--- src/rtl/alu_isa_pkg.sv ---
// ALU ISA constants shared by the instruction encoder and the control decoder.
// Holds the op enum, opcode/func values, field positions and the pack helper.
package alu_isa_pkg;

    typedef enum logic [2:0] {
        OP_ADD  = 3'd0,
        OP_SUB  = 3'd1,
        OP_AND  = 3'd2,
        OP_OR   = 3'd3,
        OP_SLL  = 3'd4,
        OP_SRL  = 3'd5,
        OP_ADDI = 3'd6,
        OP_ILL  = 3'd7
    } alu_op_e;

    localparam logic [5:0] OPC_RTYPE = 6'b000000;
    localparam logic [5:0] OPC_ITYPE = 6'b111111;

    localparam logic [5:0] F_ADD = 6'b100000;
    localparam logic [5:0] F_SUB = 6'b100010;
    localparam logic [5:0] F_AND = 6'b100100;
    localparam logic [5:0] F_OR  = 6'b100101;
    localparam logic [5:0] F_SLL = 6'b000000;
    localparam logic [5:0] F_SRL = 6'b000010;

    localparam int OPC_LSB = 26;
    localparam int RS_LSB  = 21;
    localparam int RT_LSB  = 16;
    localparam int RD_LSB  = 11;
    localparam int SH_LSB  = 6;

    function automatic logic [31:0] rtype(
        input logic [4:0] rs,
        input logic [4:0] rt,
        input logic [4:0] rd,
        input logic [4:0] sh,
        input logic [5:0] fn
    );
        logic [31:0] w;
        w = '0;
        w[OPC_LSB +: 6] = OPC_RTYPE;
        w[RS_LSB  +: 5] = rs;
        w[RT_LSB  +: 5] = rt;
        w[RD_LSB  +: 5] = rd;
        w[SH_LSB  +: 5] = sh;
        w[5:0]          = fn;
        return w;
    endfunction

    function automatic logic [31:0] pack_instr(
        input alu_op_e     op,
        input logic [4:0]  rd,
        input logic [4:0]  rs,
        input logic [4:0]  rt,
        input logic [15:0] imm
    );
        logic [31:0] w;
        w = '0;
        unique case (op)
            OP_ADD:  w = rtype(rs, rt, rd, 5'd0, F_ADD);
            OP_SUB:  w = rtype(rs, rt, rd, 5'd0, F_SUB);
            OP_AND:  w = rtype(rs, rt, rd, 5'd0, F_AND);
            OP_OR:   w = rtype(rs, rt, rd, 5'd0, F_OR);
            // shifts take their source in the rt slot, rs is zero
            OP_SLL:  w = rtype(5'd0, rs, rd, imm[4:0], F_SLL);
            OP_SRL:  w = rtype(5'd0, rs, rd, imm[4:0], F_SRL);
            OP_ADDI: begin
                w[OPC_LSB +: 6] = OPC_ITYPE;
                w[RS_LSB  +: 5] = rs;
                w[RT_LSB  +: 5] = rd;
                w[15:0]         = imm;
            end
            default: w = '0;
        endcase
        return w;
    endfunction

endpackage

--- src/rtl/sync_fifo.sv ---
// Synchronous FIFO with valid/ready on both sides and an occupancy output.
// The head word is read straight from the storage registers.
module sync_fifo #(
    parameter int DEPTH = 4,
    parameter int W     = 32,
    parameter int LW    = $clog2(DEPTH) + 1
) (
    input  logic          clk,
    input  logic          rst_n,
    input  logic          in_valid,
    output logic          in_ready,
    input  logic [W-1:0]  in_data,
    output logic          out_valid,
    input  logic          out_ready,
    output logic [W-1:0]  out_data,
    output logic [LW-1:0] level
);

    localparam int AW = $clog2(DEPTH);

    logic [W-1:0]  mem [DEPTH];
    logic [AW-1:0] wr_ptr;
    logic [AW-1:0] rd_ptr;
    logic [LW-1:0] count;
    logic          push;
    logic          pop;

    assign in_ready  = (count != LW'(DEPTH));
    assign out_valid = (count != '0);
    assign out_data  = mem[rd_ptr];
    assign level     = count;
    assign push      = in_valid & in_ready;
    assign pop       = out_valid & out_ready;

    always_ff @(posedge clk or negedge rst_n) begin
        if (!rst_n) begin
            for (int i = 0; i < DEPTH; i++) mem[i] <= '0;
            wr_ptr <= '0;
            rd_ptr <= '0;
            count  <= '0;
        end else begin
            if (push) begin
                mem[wr_ptr] <= in_data;
                wr_ptr      <= wr_ptr + AW'(1);
            end
            if (pop) rd_ptr <= rd_ptr + AW'(1);
            unique case ({push, pop})
                2'b10:   count <= count + LW'(1);
                2'b01:   count <= count - LW'(1);
                default: count <= count;
            endcase
        end
    end

endmodule

--- src/rtl/instr_encoder.sv ---
// Packs symbolic ALU requests into 32-bit words and queues them for issue.
// Illegal ops are swallowed and raise a sticky error flag.
module instr_encoder
    import alu_isa_pkg::*;
#(
    parameter int DEPTH = 4,
    parameter int CNT_W = 16
) (
    input  logic                     clk,
    input  logic                     rst_n,
    input  logic                     req_valid,
    output logic                     req_ready,
    input  logic [2:0]               req_op,
    input  logic [4:0]               req_rd,
    input  logic [4:0]               req_rs,
    input  logic [4:0]               req_rt,
    input  logic [15:0]              req_imm,
    output logic                     instr_valid,
    input  logic                     instr_ready,
    output logic [31:0]              instr,
    output logic [$clog2(DEPTH):0]   level,
    output logic [CNT_W-1:0]         issued_cnt,
    output logic                     err_illegal
);

    alu_op_e     op;
    logic        legal;
    logic        fifo_ready;
    logic [31:0] word;

    assign op        = alu_op_e'(req_op);
    assign legal     = (op != OP_ILL);
    assign word      = pack_instr(op, req_rd, req_rs, req_rt, req_imm);
    assign req_ready = fifo_ready;

    sync_fifo #(
        .DEPTH (DEPTH),
        .W     (32)
    ) u_fifo (
        .clk       (clk),
        .rst_n     (rst_n),
        .in_valid  (req_valid & legal),
        .in_ready  (fifo_ready),
        .in_data   (word),
        .out_valid (instr_valid),
        .out_ready (instr_ready),
        .out_data  (instr),
        .level     (level)
    );

    always_ff @(posedge clk or negedge rst_n) begin
        if (!rst_n) begin
            issued_cnt  <= '0;
            err_illegal <= 1'b0;
        end else begin
            if (instr_valid && instr_ready)
                issued_cnt <= issued_cnt + CNT_W'(1);
            if (req_valid && req_ready && !legal)
                err_illegal <= 1'b1;
        end
    end

endmodule
--- config.mk ---
export PLATFORM = sky130hd
export DESIGN_NAME = instr_encoder
export DESIGN_NICKNAME = d
export VERILOG_FILES = /design/src/rtl/alu_isa_pkg.sv /design/src/rtl/sync_fifo.sv /design/src/rtl/instr_encoder.sv
export SDC_FILE = /design/constraint.sdc
export NUM_CORES = 1
export LEC_CHECK = 0
export ABC_AREA = 1
export ABC_CLOCK_PERIOD_IN_PS = 3000
export BUFFER_PORTS_ARGS = -buffer_cell sky130_fd_sc_hd__buf_2
export CAP_MARGIN = 20
export CORE_ASPECT_RATIO = 0.5
export CORE_UTILIZATION = 43
export CTS_CLUSTER_DIAMETER = 30
export DETAILED_ROUTE_END_ITERATION = 7
export GPL_ROUTABILITY_DRIVEN = 0
export GPL_TIMING_DRIVEN = 0
export SYNTH_ARGS = -nofsm -noshare
export SYNTH_HDL_FRONTEND = slang
export SYNTH_HIERARCHICAL = 1
export SYNTH_SLANG_ARGS = --single-unit
--- constraint.sdc ---
create_clock -name clk -period 3 [get_ports clk]
set_input_delay 0 -clock clk [delete_from_list [all_inputs] [get_ports clk]]
set_output_delay 0 -clock clk [all_outputs]
set_load 0.03 [all_outputs]
==> results of run 1 <==
==> state kept, by name (all words and copies together), names as in the netlist <==
register       count
issued_cnt        16
u_fifo/rd_ptr      2
err_illegal        1
u_fifo/mem       128
u_fifo/level       3
u_fifo/wr_ptr      2
==> metrics by stage <==
stage / hold slack, ns / area [um^2] / utilization
global placement: 0.263 / 8670 / 0.490
floorplan: -0.296 / 7920 / -
finish: 0.0169 / 9370 / 0.529
CTS: 0.00462 / 9370 / 0.529
detailed placement: -0.0970 / 8710 / 0.492
global route: 0.0163 / 9370 / 0.529
==> critical path: cells and delay by family (launching register included) <==
kind                       cells  cell delay (ns)
DFF                            1             0.42
buffers and inverters          2             0.27
adders and majority gates      2             0.60
and+or+nand+nor                7             0.81
==> routing by layer <==
metal,wire [um],track usage
met5,14,0
met3,2150,0.0622
met2,10700,0.407
met4,259,0.0775
met1,12000,0.411
==> worst max-delay path by stage <==
stage                     from               to  cells after the start
2_1_floorplan  u_fifo/level[2]  u_fifo/level[2]                     11
3_3_place_gp             rst_n  u_fifo/mem[103]                      1
3_5_place_dp         req_op[1]  u_fifo/level[2]                     16
4_1_cts        u_fifo/level[1]  u_fifo/level[2]                     11
6_report       u_fifo/level[1]  u_fifo/level[2]                     11
5_1_grt        u_fifo/level[1]  u_fifo/level[2]                     11
==> layout make-up <==
| type | count | area, um^2 | area share |
|---|---|---|---|
| Buffer | 79 | 433 | 0.0462 |
| Sequential cell | 152 | 3800 | 0.406 |
| Clock buffer | 20 | 457 | 0.0487 |
| Tap cell | 234 | 293 | 0.0312 |
| Clock inverter | 12 | 174 | 0.0186 |
| Inverter | 40 | 150 | 0.0160 |
| Timing Repair Buffer | 95 | 523 | 0.0558 |
| Multi-Input combinational cell | 736 | 3540 | 0.377 |
==> cell usage in the layout (no fill, tap or decap), types with 7 or more instances in the layout <==
| master | n |
|---|---|
| inv_2 | 7 |
| clkbuf_16 | 17 |
| nor2_1 | 112 |
| inv_1 | 33 |
| o21ai_0 | 28 |
| nand4_1 | 131 |
| buf_2 | 133 |
| clkbuf_1 | 18 |
| o21ai_1 | 77 |
| buf_1 | 7 |
| dfrtp_1 | 152 |
| nand3_1 | 13 |
| nand2_1 | 318 |
| nand3_2 | 7 |
| buf_6 | 10 |
==> cells by family (layout without fill, tap and decap cells) <==
kind of cell / count (synthesis) / count (layout) / share of synthesized area
AO/OA/AOI/OAI: 118 / 118 / 0.0786
adder cells (fa/ha/maj): 7 / 7 / 0.0120
buffers and inverters: 119 / 246 / 0.0736
flip-flops: 152 / 152 / 0.480
AND/OR/NAND/NOR: 601 / 601 / 0.345
XOR/XNOR: 10 / 10 / 0.0111
==> power breakdown <==
group	internal [mW]	total, mW	switching [mW]
Sequential	2.89	3.42	0.527
Combinational	1.50	5.13	3.63
Clock	1.43	2.33	0.894
Total	5.83	10.9	5.05
==> metrics.md, run 1 <==
| Metric | Value |
|---|---|
| Worst Path Max Fanout | `10` |
| Die footprint | `0.0190 mm^2` |
| Max incr delay on CP | `about 0.42 ns` |
| First-pass GRT wire length | `roughly 41,000 um` |
| Layout cells sized above 1 | `0.183` |
| Yosys warns | `6` |
| Clk buf depth | `2` |
| Io pins | `92` |
| Worst vdd ir | `0.650 mV` |
| Area contributors post-synth | `dfrtp_1 48%, nand2_1 15%, nand4_1 10%` |
| Startpoint type of the worst setup path | `flop` |
| MaxCap Viol Count | `0` |
| DR WL/cell | `approximately 18 um` |
| RR Startpoint | `u_fifo/level[1]` |
| Worst Path Required | `3.32 ns` |
| Port Buffer Count | `a little over 90` |
| CTS HTree Levels | `4` |
| CTS tree | `yes` |
| Synthesized area | `just under 0.008 mm^2` |
| Fillers | `about 1,800` |
| Main synth FF type | `dfrtp_1` |
| Hold crit path type | `in2reg` |
| CP dominant cell by count | `nand2_1` |
| Gr ovfl total | `0` |
| Synth top area share | `0.480` |
| Ys async rst share | `1.00` |
| Synth Net Count | `about 1,100` |
| GRT Total Usage | `0.278` |
| CTS Buf Count | `17` |
| RR Endpoint | `u_fifo/level[2]` |
| Via count | `between 7,000 and 8,000` |
| Fmax | `approximately 450 MHz` |
| P per Cell Area | `around 1200 mW/mm^2` |
| Core area | `around 0.018 mm^2` |
| Hold-fix buffers, CTS | `3` |
| Count of state elements after synthesis | `approximately 150` |
| Arrival time worst endpoint | `approximately 2.5 ns` |
| Total iterations of the first detailed-routing run | `6` |
| Final #Nets | `roughly 1,200` |
| Clock-pin slew on the worst setup and hold paths | `0.06 ns` |
| Initial Util | `0.448` |
| Hpwl dp | `around 18,000 um` |
| Tcrit/Tclk final | `0.735` |
| Flop2flop setup slack | `0.79 ns` |
| Number of remaining DRC errors | `0` |
| Syn Area/Cell | `7.87 um^2` |
| Chip Width | `between 150 and 200 um` |
| Design Power | `between 10 and 15 mW` |
| Initial antenna violation count | `1` |
| Hold path cells | `5` |
| RSZ-0062 raised after global routing | `false` |
| Latest clock arrival within the worst-skew pair | `~0.44 ns` |
| Cell taking the most area after synthesis | `dfrtp_1` |
| Post-CTS Resized | `0` |
| Area Overhead vs Synth | `18.3%` |
| Final period demand of the worst path | `2.21 ns` |
| Root Buffer | `clkbuf_16` |
| Post-synth EDFFs | `0` |
| Status | `finished clean` |
| DR vias/cell | `around 5.6` |
| CP Capture Type | `flop` |
| Register area share after synthesis | `0.480` |
| Slew @ Worst Pin | `between 0.7 and 0.8 ns` |
| Initial DRC count | `786` |
| Setup WS post-layout | `between 0.7 and 0.8 ns` |
| Post-synth top cells | `318 x nand2_1, 152 x dfrtp_1, 131 x nand4_1, 112 x nor2_1, 77 x o21ai_1` |
| Syn Inst Count | `just over 1,000` |
| Setup Buffers After CTS | `0` |
| Worst path cell trace | `nor2_2 -> nand2_4 -> buf_6 -> nand2_1 -> ha_1 -> inv_1 -> fa_1 -> nand2_1 -> nand3_1 -> nand2_1 -> nand2_1` |
| Sink Count | `between 150 and 200` |
| Critical setup path kind | `reg2reg` |
| Setup violators final | `0` |
| TNS Setup | `0 ns` |
| Skew final | `between 0.008 and 0.009 ns` |
| Max-slew headroom | `0.496` |
| Largest net degree at the start of global routing | `115` |
| Vias in the first global route | `~7,200` |
| WL final | `between 20,000 and 30,000 um` |
| Std cell rows | `34` |
| Register-to-Register Path Depth | `11` |
| Ant. Diodes | `0` |
| Worst hold start | `req_imm[3]` |
| Critical-path top delay cell | `dfrtp_1` |
| Top-count cell post-synth | `nand2_1` |
| Leak pwr | `4.83 nW` |
| Die Height | `between 90 and 100 um` |
| Placed Cells | `between 1,000 and 1,500` |
| Hold Path End | `u_fifo/mem[35]` |
| Final Hold Vio Count | `0` |
| Routed Antenna Nets | `0` |
| Non-filler instance count after layout | `1,368` |
| Pre-CTS setup slack | `between 0.5 and 0.6 ns` |
| Unique masters post-synth | `32` |
| Fin. max-slew vios | `0` |
Note: power is estimated with default switching activity, not from simulation.
==> inputs of run 2 (changes only) <==
ABC_CLOCK_PERIOD_IN_PS = 1880   (was 3000)
clock period = 1.88 ns   (was 3 ns; I/O delays follow)
==> metrics.md, run 2 (synthesis gave the netlist of run 1 again) <==
| Metric | Value |
|---|---|
| Final #Nets | `1,174 (+0.69%)` |
| RR Startpoint | `u_fifo/level[0]` |
| Routed Antenna Nets | `0 (unchanged)` |
| Fin. max-slew vios | `0 (unchanged)` |
| Cell family with most CP delay | `simple AND/OR/NAND/NOR gates` |
| Combinational power share | `0.489 (+0.017)` |
| Clk pwr share | `0.203 (-0.011)` |
| P_sw | `8.24 mW (+63%)` |
| Net Sw Frac | `0.464 (-0.000514)` |
| Initial antenna violation count | `0 (-1)` |
| MaxCap Viol Count | `0 (unchanged)` |
| Largest net degree at the start of global routing | `119 (+3.5%)` |
| Flop2flop setup slack | `0.05 ns (-0.74 ns)` |
| Latest clock arrival within the worst-skew pair | `0.43 ns (about the same)` |
| CP dominant cell by count | `nand2_1` |
| Register-to-Register Path Depth | `11 (unchanged)` |
| Seq pwr share | `0.308 (-0.006)` |
| Std cell rows | `34 (unchanged)` |
| CTS HTree Levels | `4 (unchanged)` |
| Initial DRC count | `749 (-4.7%)` |
| Setup violators final | `0 (unchanged)` |
| Core area | `0.0177 mm^2 (unchanged)` |
| WL final | `25,500 um (+1.6%)` |
| Layout cells sized above 1 | `0.207 (+0.0241)` |
| Critical setup path kind | `reg2reg` |
| Slew @ Worst Pin | `0.740 ns (-0.0153 ns)` |
| CP Capture Type | `flop` |
| Port Buffer Count | `91 (unchanged)` |
| GRT Total Usage | `0.276 (-0.00133)` |
| Chip Width | `194 um (unchanged)` |
| Largest Register | `u_fifo/mem` |
| Hold crit path type | `in2async` |
| Max incr delay on CP | `0.43 ns (about the same)` |
| Clk buf depth | `2 (unchanged)` |
| DR vias/cell | `5.68 (+1.4%)` |
| Clock-pin slew on the worst setup and hold paths | `0.06 ns (about the same)` |
| Gr ovfl total | `0 (unchanged)` |
| Sink Count | `152 (unchanged)` |
| TNS Setup | `0 ns (unchanged)` |
| Worst path cell trace | `nor2_4 -> nand2_4 -> buf_12 -> nand2_8 -> ha_4 -> inv_4 -> fa_2 -> nand2_2 -> nand3_2 -> nand2_1 -> nand2_1` |
| Vias in the first global route | `7,243 (+0.89%)` |
| Commonest non-fill, non-tap cell in the layout | `nand2_1` |
| Worst vdd ir | `1.00 mV (+55%)` |
| Status | `finished clean` |
| Critical path buffers and inverters | `2 (unchanged)` |
| Via count | `7,822 (+2.0%)` |
| Leak pwr | `4.90 nW (+1.5%)` |
| Util after Layout | `0.541 (+0.0115)` |
| RSZ-0062 raised after global routing | `true` |
| Skew final | `0.0137 ns (+0.00481 ns)` |
| Most frequent cells in the layout | `313 x nand2_1, 148 x dfrtp_1, 131 x nand4_1` |
| Die footprint | `0.0190 mm^2 (unchanged)` |
| Hold slack | `0.0359 ns (+0.0190 ns)` |
| Io pins | `92 (unchanged)` |
| P per Cell Area | `1860 mW/mm^2 (+60%)` |
| Worst Path Max Fanout | `3 (-7)` |
| First-pass GRT wire length | `40,500 um (about the same)` |
| Ant. Diodes | `0 (unchanged)` |
| Fmax | `548 MHz (+21%)` |
| Final Hold Vio Count | `0 (unchanged)` |
| Initial Util | `0.448 (unchanged)` |
| Total iterations of the first detailed-routing run | `5 (-1)` |
| DR WL/cell | `18.6 um (+1.0%)` |
| Final period demand of the worst path | `1.83 ns (-0.381 ns)` |
| CTS tree | `yes` |
| Die Height | `98.0 um (unchanged)` |
| Number of remaining DRC errors | `0 (unchanged)` |
| Tcrit/Tclk final | `0.971 (+0.236)` |
| Arrival time worst endpoint | `2.13 ns (-0.40 ns)` |
| Area Overhead vs Synth | `20.8%` |
| Hpwl dp | `17,800 um (+0.65%)` |
| RR Endpoint | `u_fifo/level[2]` |
| Largest register FFs | `128 (unchanged)` |
| Critical-path top delay cell | `dfrtp_2` |
| Max-slew headroom | `0.506 (+0.0102)` |
| Total internal power | `9.52 mW (+63%)` |
| Root Buffer | `clkbuf_16` |
| CTS Buf Count | `17 (unchanged)` |
| Startpoint type of the worst setup path | `flop` |
| Worst Path Required | `2.19 ns (-1.13 ns)` |
| Design Power | `17.8 mW (+63%)` |
run 2: cell types whose count changed in the layout (fill, tap and decap cells not counted), sizes merged:
| cell | before | now |
|---|---|---|
| inv | 40 | 43 |
| bufinv | 4 | 3 |
| clkbuf | 37 | 39 |
| buf | 154 | 159 |
| clkinvlp | 1 | 3 |
| clkinv | 7 | 4 |
run 2: per-layer routing:
| layer | share of wire | vias to the layer above | track usage |
|---|---|---|---|
| met1 | 0.47 | 3827 | 0.411 |
| met4 | 0.015 | 0 | 0.0830 |
| li1 | - | 3627 | - |
| met3 | 0.078 | 37 | 0.0518 |
| met2 | 0.44 | 331 | 0.408 |
| met5 | 0 | - | 0 |
run 2: per-stage QoR:
step / setup slack (ns) / cells / area, um^2
2_1_floorplan: 0.0192 / 1007 / 7970
3_3_place_gp: -1.89 / 1332 / 8710
3_5_place_dp: -0.322 / 1333 / 8750
4_1_cts: 0.0144 / 1370 / 9460
5_1_grt: -0.0612 / 1376 / 9570
6_report: 0.0547 / 1376 / 9570
run 2: timing repair:
item | in CTS | in global routing
setup buffers | 2 | 6
resized for setup | 21 | 25
hold buffers | 3 | 0
pin swaps | 2 | 6
hold endpoints to repair | 156 | 0
gates cloned | 0 | 0
setup endpoints to repair | 34 | 31
run 2: cell type report:
| cell class | instances | area, um^2 |
|---|---|---|
| repair buffers | 103 | 596 |
| fillers | 1738 | 8120 |
| well taps | 234 | 293 |
| plain buffers | 79 | 509 |
| clock inverters | 13 | 170 |
| flip-flops and latches | 152 | 3810 |
| inverters | 40 | 153 |
| multi-input cells | 736 | 3600 |
| clock buffers | 19 | 443 |
run 2: how the worst max path moves through the flow:
stage | startpoint | end | slack, ns | cells after the start
2_1_floorplan | u_fifo/level[0] | u_fifo/level[1] | 0.02 | 8
3_3_place_gp | rst_n | u_fifo/level[1] | -1.89 | 1
3_5_place_dp | req_op[1] | u_fifo/level[2] | -0.32 | 16
4_1_cts | u_fifo/level[1] | u_fifo/level[2] | 0.01 | 11
5_1_grt | u_fifo/level[0] | u_fifo/level[2] | -0.06 | 11
6_report | u_fifo/level[0] | u_fifo/level[2] | 0.05 | 11
run 2: power groups by stage:
stage / Combinational, mW / Sequential (mW) / Clock, mW
6_report: 8.69 / 5.47 / 3.60
4_1_cts: 8.39 / 5.45 / 3.64
3_5_place_dp: 8.19 / 5.49 / 0
2_1_floorplan: 5.62 / 5.49 / 0
3_3_place_gp: 8.10 / 5.45 / 0
5_1_grt: 9.47 / 5.62 / 3.81
==> inputs of run 3 (changes only) <==
CORE_ASPECT_RATIO = 0.8   (was 0.5)
SETUP_SLACK_MARGIN = 0.2   (was unset)
==> metrics.md, run 3 (synthesis gave the netlist of run 1 again) <==
| Metric | Value |
|---|---|
| Chip Width | `154 um (-21%)` |
| DR vias/cell | `5.72 (+0.64%)` |
| Setup violators final | `0 (unchanged)` |
| GRT Total Usage | `0.291 (+0.0142)` |
| Clock-pin slew on the worst setup and hold paths | `0.07 ns (about the same)` |
| Status | `finished clean` |
| Register-to-Register Path Depth | `11 (unchanged)` |
| Ant. Diodes | `0 (unchanged)` |
| Skew final | `0.00723 ns (-0.00649 ns)` |
| Via count | `7,941 (+1.5%)` |
| Fmax | `552 MHz (+0.77%)` |
| Worst path cell trace | `inv_4 -> buf_12 -> buf_12 -> clkbuf_16 -> o21ai_1 -> o21ai_1 -> buf_4` |
| Io pins | `92 (unchanged)` |
| Max-slew headroom | `0.531 (+0.0246)` |
| DR WL/cell | `19.7 um (+6.2%)` |
| CTS tree | `yes` |
| Placed Cells | `1,329 (-0.30%)` |
| Slew @ Worst Pin | `0.696 ns (-0.0443 ns)` |
| MaxCap Viol Count | `0 (unchanged)` |
| Die Height | `123 um (+26%)` |
| First-pass GRT wire length | `41,200 um (+1.7%)` |
| Vias in the first global route | `7,103 (-1.9%)` |
| Placed cell areas | `0.00875 mm^2 (about the same)` |
| Leak pwr | `5.22 nW (+6.4%)` |
| Critical setup path kind | `reg2out` |
| Flop2flop setup slack | `0.09 ns (+0.04 ns)` |
| Die footprint | `0.0190 mm^2 (-0.16%)` |
| Cell family with most CP delay | `buffers and inverters` |
| Pre-CTS setup slack | `-0.367 ns (-0.0450 ns)` |
| Hpwl dp | `17,700 um (-0.83%)` |
| Largest Register | `u_fifo/mem` |
| Hold path cells | `5` |
| Std cell rows | `44 (+29%)` |
| Latest clock arrival within the worst-skew pair | `0.43 ns (about the same)` |
| Worst Path Required | `1.88 ns (-0.31 ns)` |
| Commonest non-fill, non-tap cell in the layout | `nand2_1` |
| Hold crit path type | `in2reg` |
| CTS Buf Count | `17 (unchanged)` |
| Arrival time worst endpoint | `1.81 ns (-0.32 ns)` |
| Sink Count | `152 (unchanged)` |
| Clk buf depth | `2 (unchanged)` |
| Critical path buffers and inverters | `5 (+3)` |
| Design Power | `20.1 mW (+13%)` |
| Total iterations of the first detailed-routing run | `6 (+1)` |
| CTS HTree Levels | `4 (unchanged)` |
| Worst path depth | `7 (-4)` |
| Worst Path Max Fanout | `5 (+2)` |
| Tcrit/Tclk final | `0.964 (-0.00738)` |
| CP Capture Type | `output pin` |
| Final instance area | `0.0104 mm^2 (+8.9%)` |
| Root Buffer | `clkbuf_16` |
| Startpoint type of the worst setup path | `flop` |
| Critical-path top delay cell | `dfrtp_2` |
| Largest net degree at the start of global routing | `83 (-30%)` |
| Final Hold Vio Count | `0 (unchanged)` |
| WL final | `27,300 um (+7.1%)` |
| Initial antenna violation count | `0 (unchanged)` |
| Most frequent cells in the layout | `314 x nand2_1, 148 x dfrtp_1, 131 x nand4_1` |
| Non-filler instance count after layout | `1,388 (+0.87%)` |
| Fin. max-slew vios | `0 (unchanged)` |
| Setup WS post-layout | `0.0686 ns (+0.0139 ns)` |
| Final period demand of the worst path | `1.81 ns (-0.0139 ns)` |
| Core area | `0.0181 mm^2 (+2.3%)` |
| Worst vdd ir | `1.04 mV (+3.8%)` |
| RSZ-0062 raised after global routing | `true` |
| Number of remaining DRC errors | `0 (unchanged)` |
| Gr ovfl total | `0 (unchanged)` |
| P per Cell Area | `1930 mW/mm^2 (+3.9%)` |
| Initial Util | `0.437 (-0.0103)` |
| Util after Layout | `0.576 (+0.0345)` |
| Port Buffer Count | `91 (unchanged)` |
| Largest register FFs | `128 (unchanged)` |
| Max incr delay on CP | `0.50 ns (+0.07 ns)` |
| Final #Nets | `1,190 (+1.4%)` |
| Area Overhead vs Synth | `31.5%` |
| Routed Antenna Nets | `0 (unchanged)` |
| Initial DRC count | `888 (+19%)` |
| Layout cells sized above 1 | `0.288 (+0.0809)` |
run 3: repair_timing:
action | CTS | global route
endpoints found under the setup margin | 100 | 131
buffers inserted | 10 | 7
cloned | 1 | 6
gates resized for setup | 107 | 154
hold buffers | 3 | 0
pin swaps | 7 | 31
endpoints found under the hold margin | 74 | 0
run 3: tightest hold or removal path: stages:
cell,delay [ns]
buf_2,0.10
inv_1,0.07
nor2_1,0.10
nand4_1,0.11
nand2_1,0.05
run 3: cell type report:
type | count | area (um^2)
flip-flops and latches | 152 | 3810
plain buffers | 79 | 703
clock inverters | 12 | 119
repair buffers | 119 | 990
multi-input cells | 736 | 3920
well taps | 230 | 288
fillers | 1672 | 7690
inverters | 40 | 153
clock buffers | 20 | 447
run 3: worst paths after layout:
path	from	to
max	u_fifo/rd_ptr[0]	instr[11]
min	req_imm[4]	u_fifo/mem[100]
max reg2reg	u_fifo/level[0]	u_fifo/level[2]
min reg2reg	u_fifo/mem[89]	u_fifo/mem[89]
max in group asynchronous	rst_n	u_fifo/level[0]
min in group asynchronous	rst_n	u_fifo/mem[100]
run 3: layer usage:
layer | global-route usage | up-vias | part of all wire
met1 | 0.439 | 3838 | 0.44
met2 | 0.411 | 395 | 0.43
met3 | 0.0687 | 35 | 0.11
li1 | - | 3673 | -
met5 | 0 | - | 0
met4 | 0.0769 | 0 | 0.015
run 3: per-stage QoR:
stage | hold WS (ns) | TNS [ns]
floorplan | -0.296 | 0
global placement | 0.266 | -248.46
detailed placement | 0.00142 | -0.715
CTS | 0.0188 | 0
global route | 0.0482 | -0.00739
finish | 0.0301 | 0
run 3: report_power, final:
part	internal [mW]	switching, mW
combinational	4.37	6.77
sequential	4.63	0.984
clock	1.87	1.46
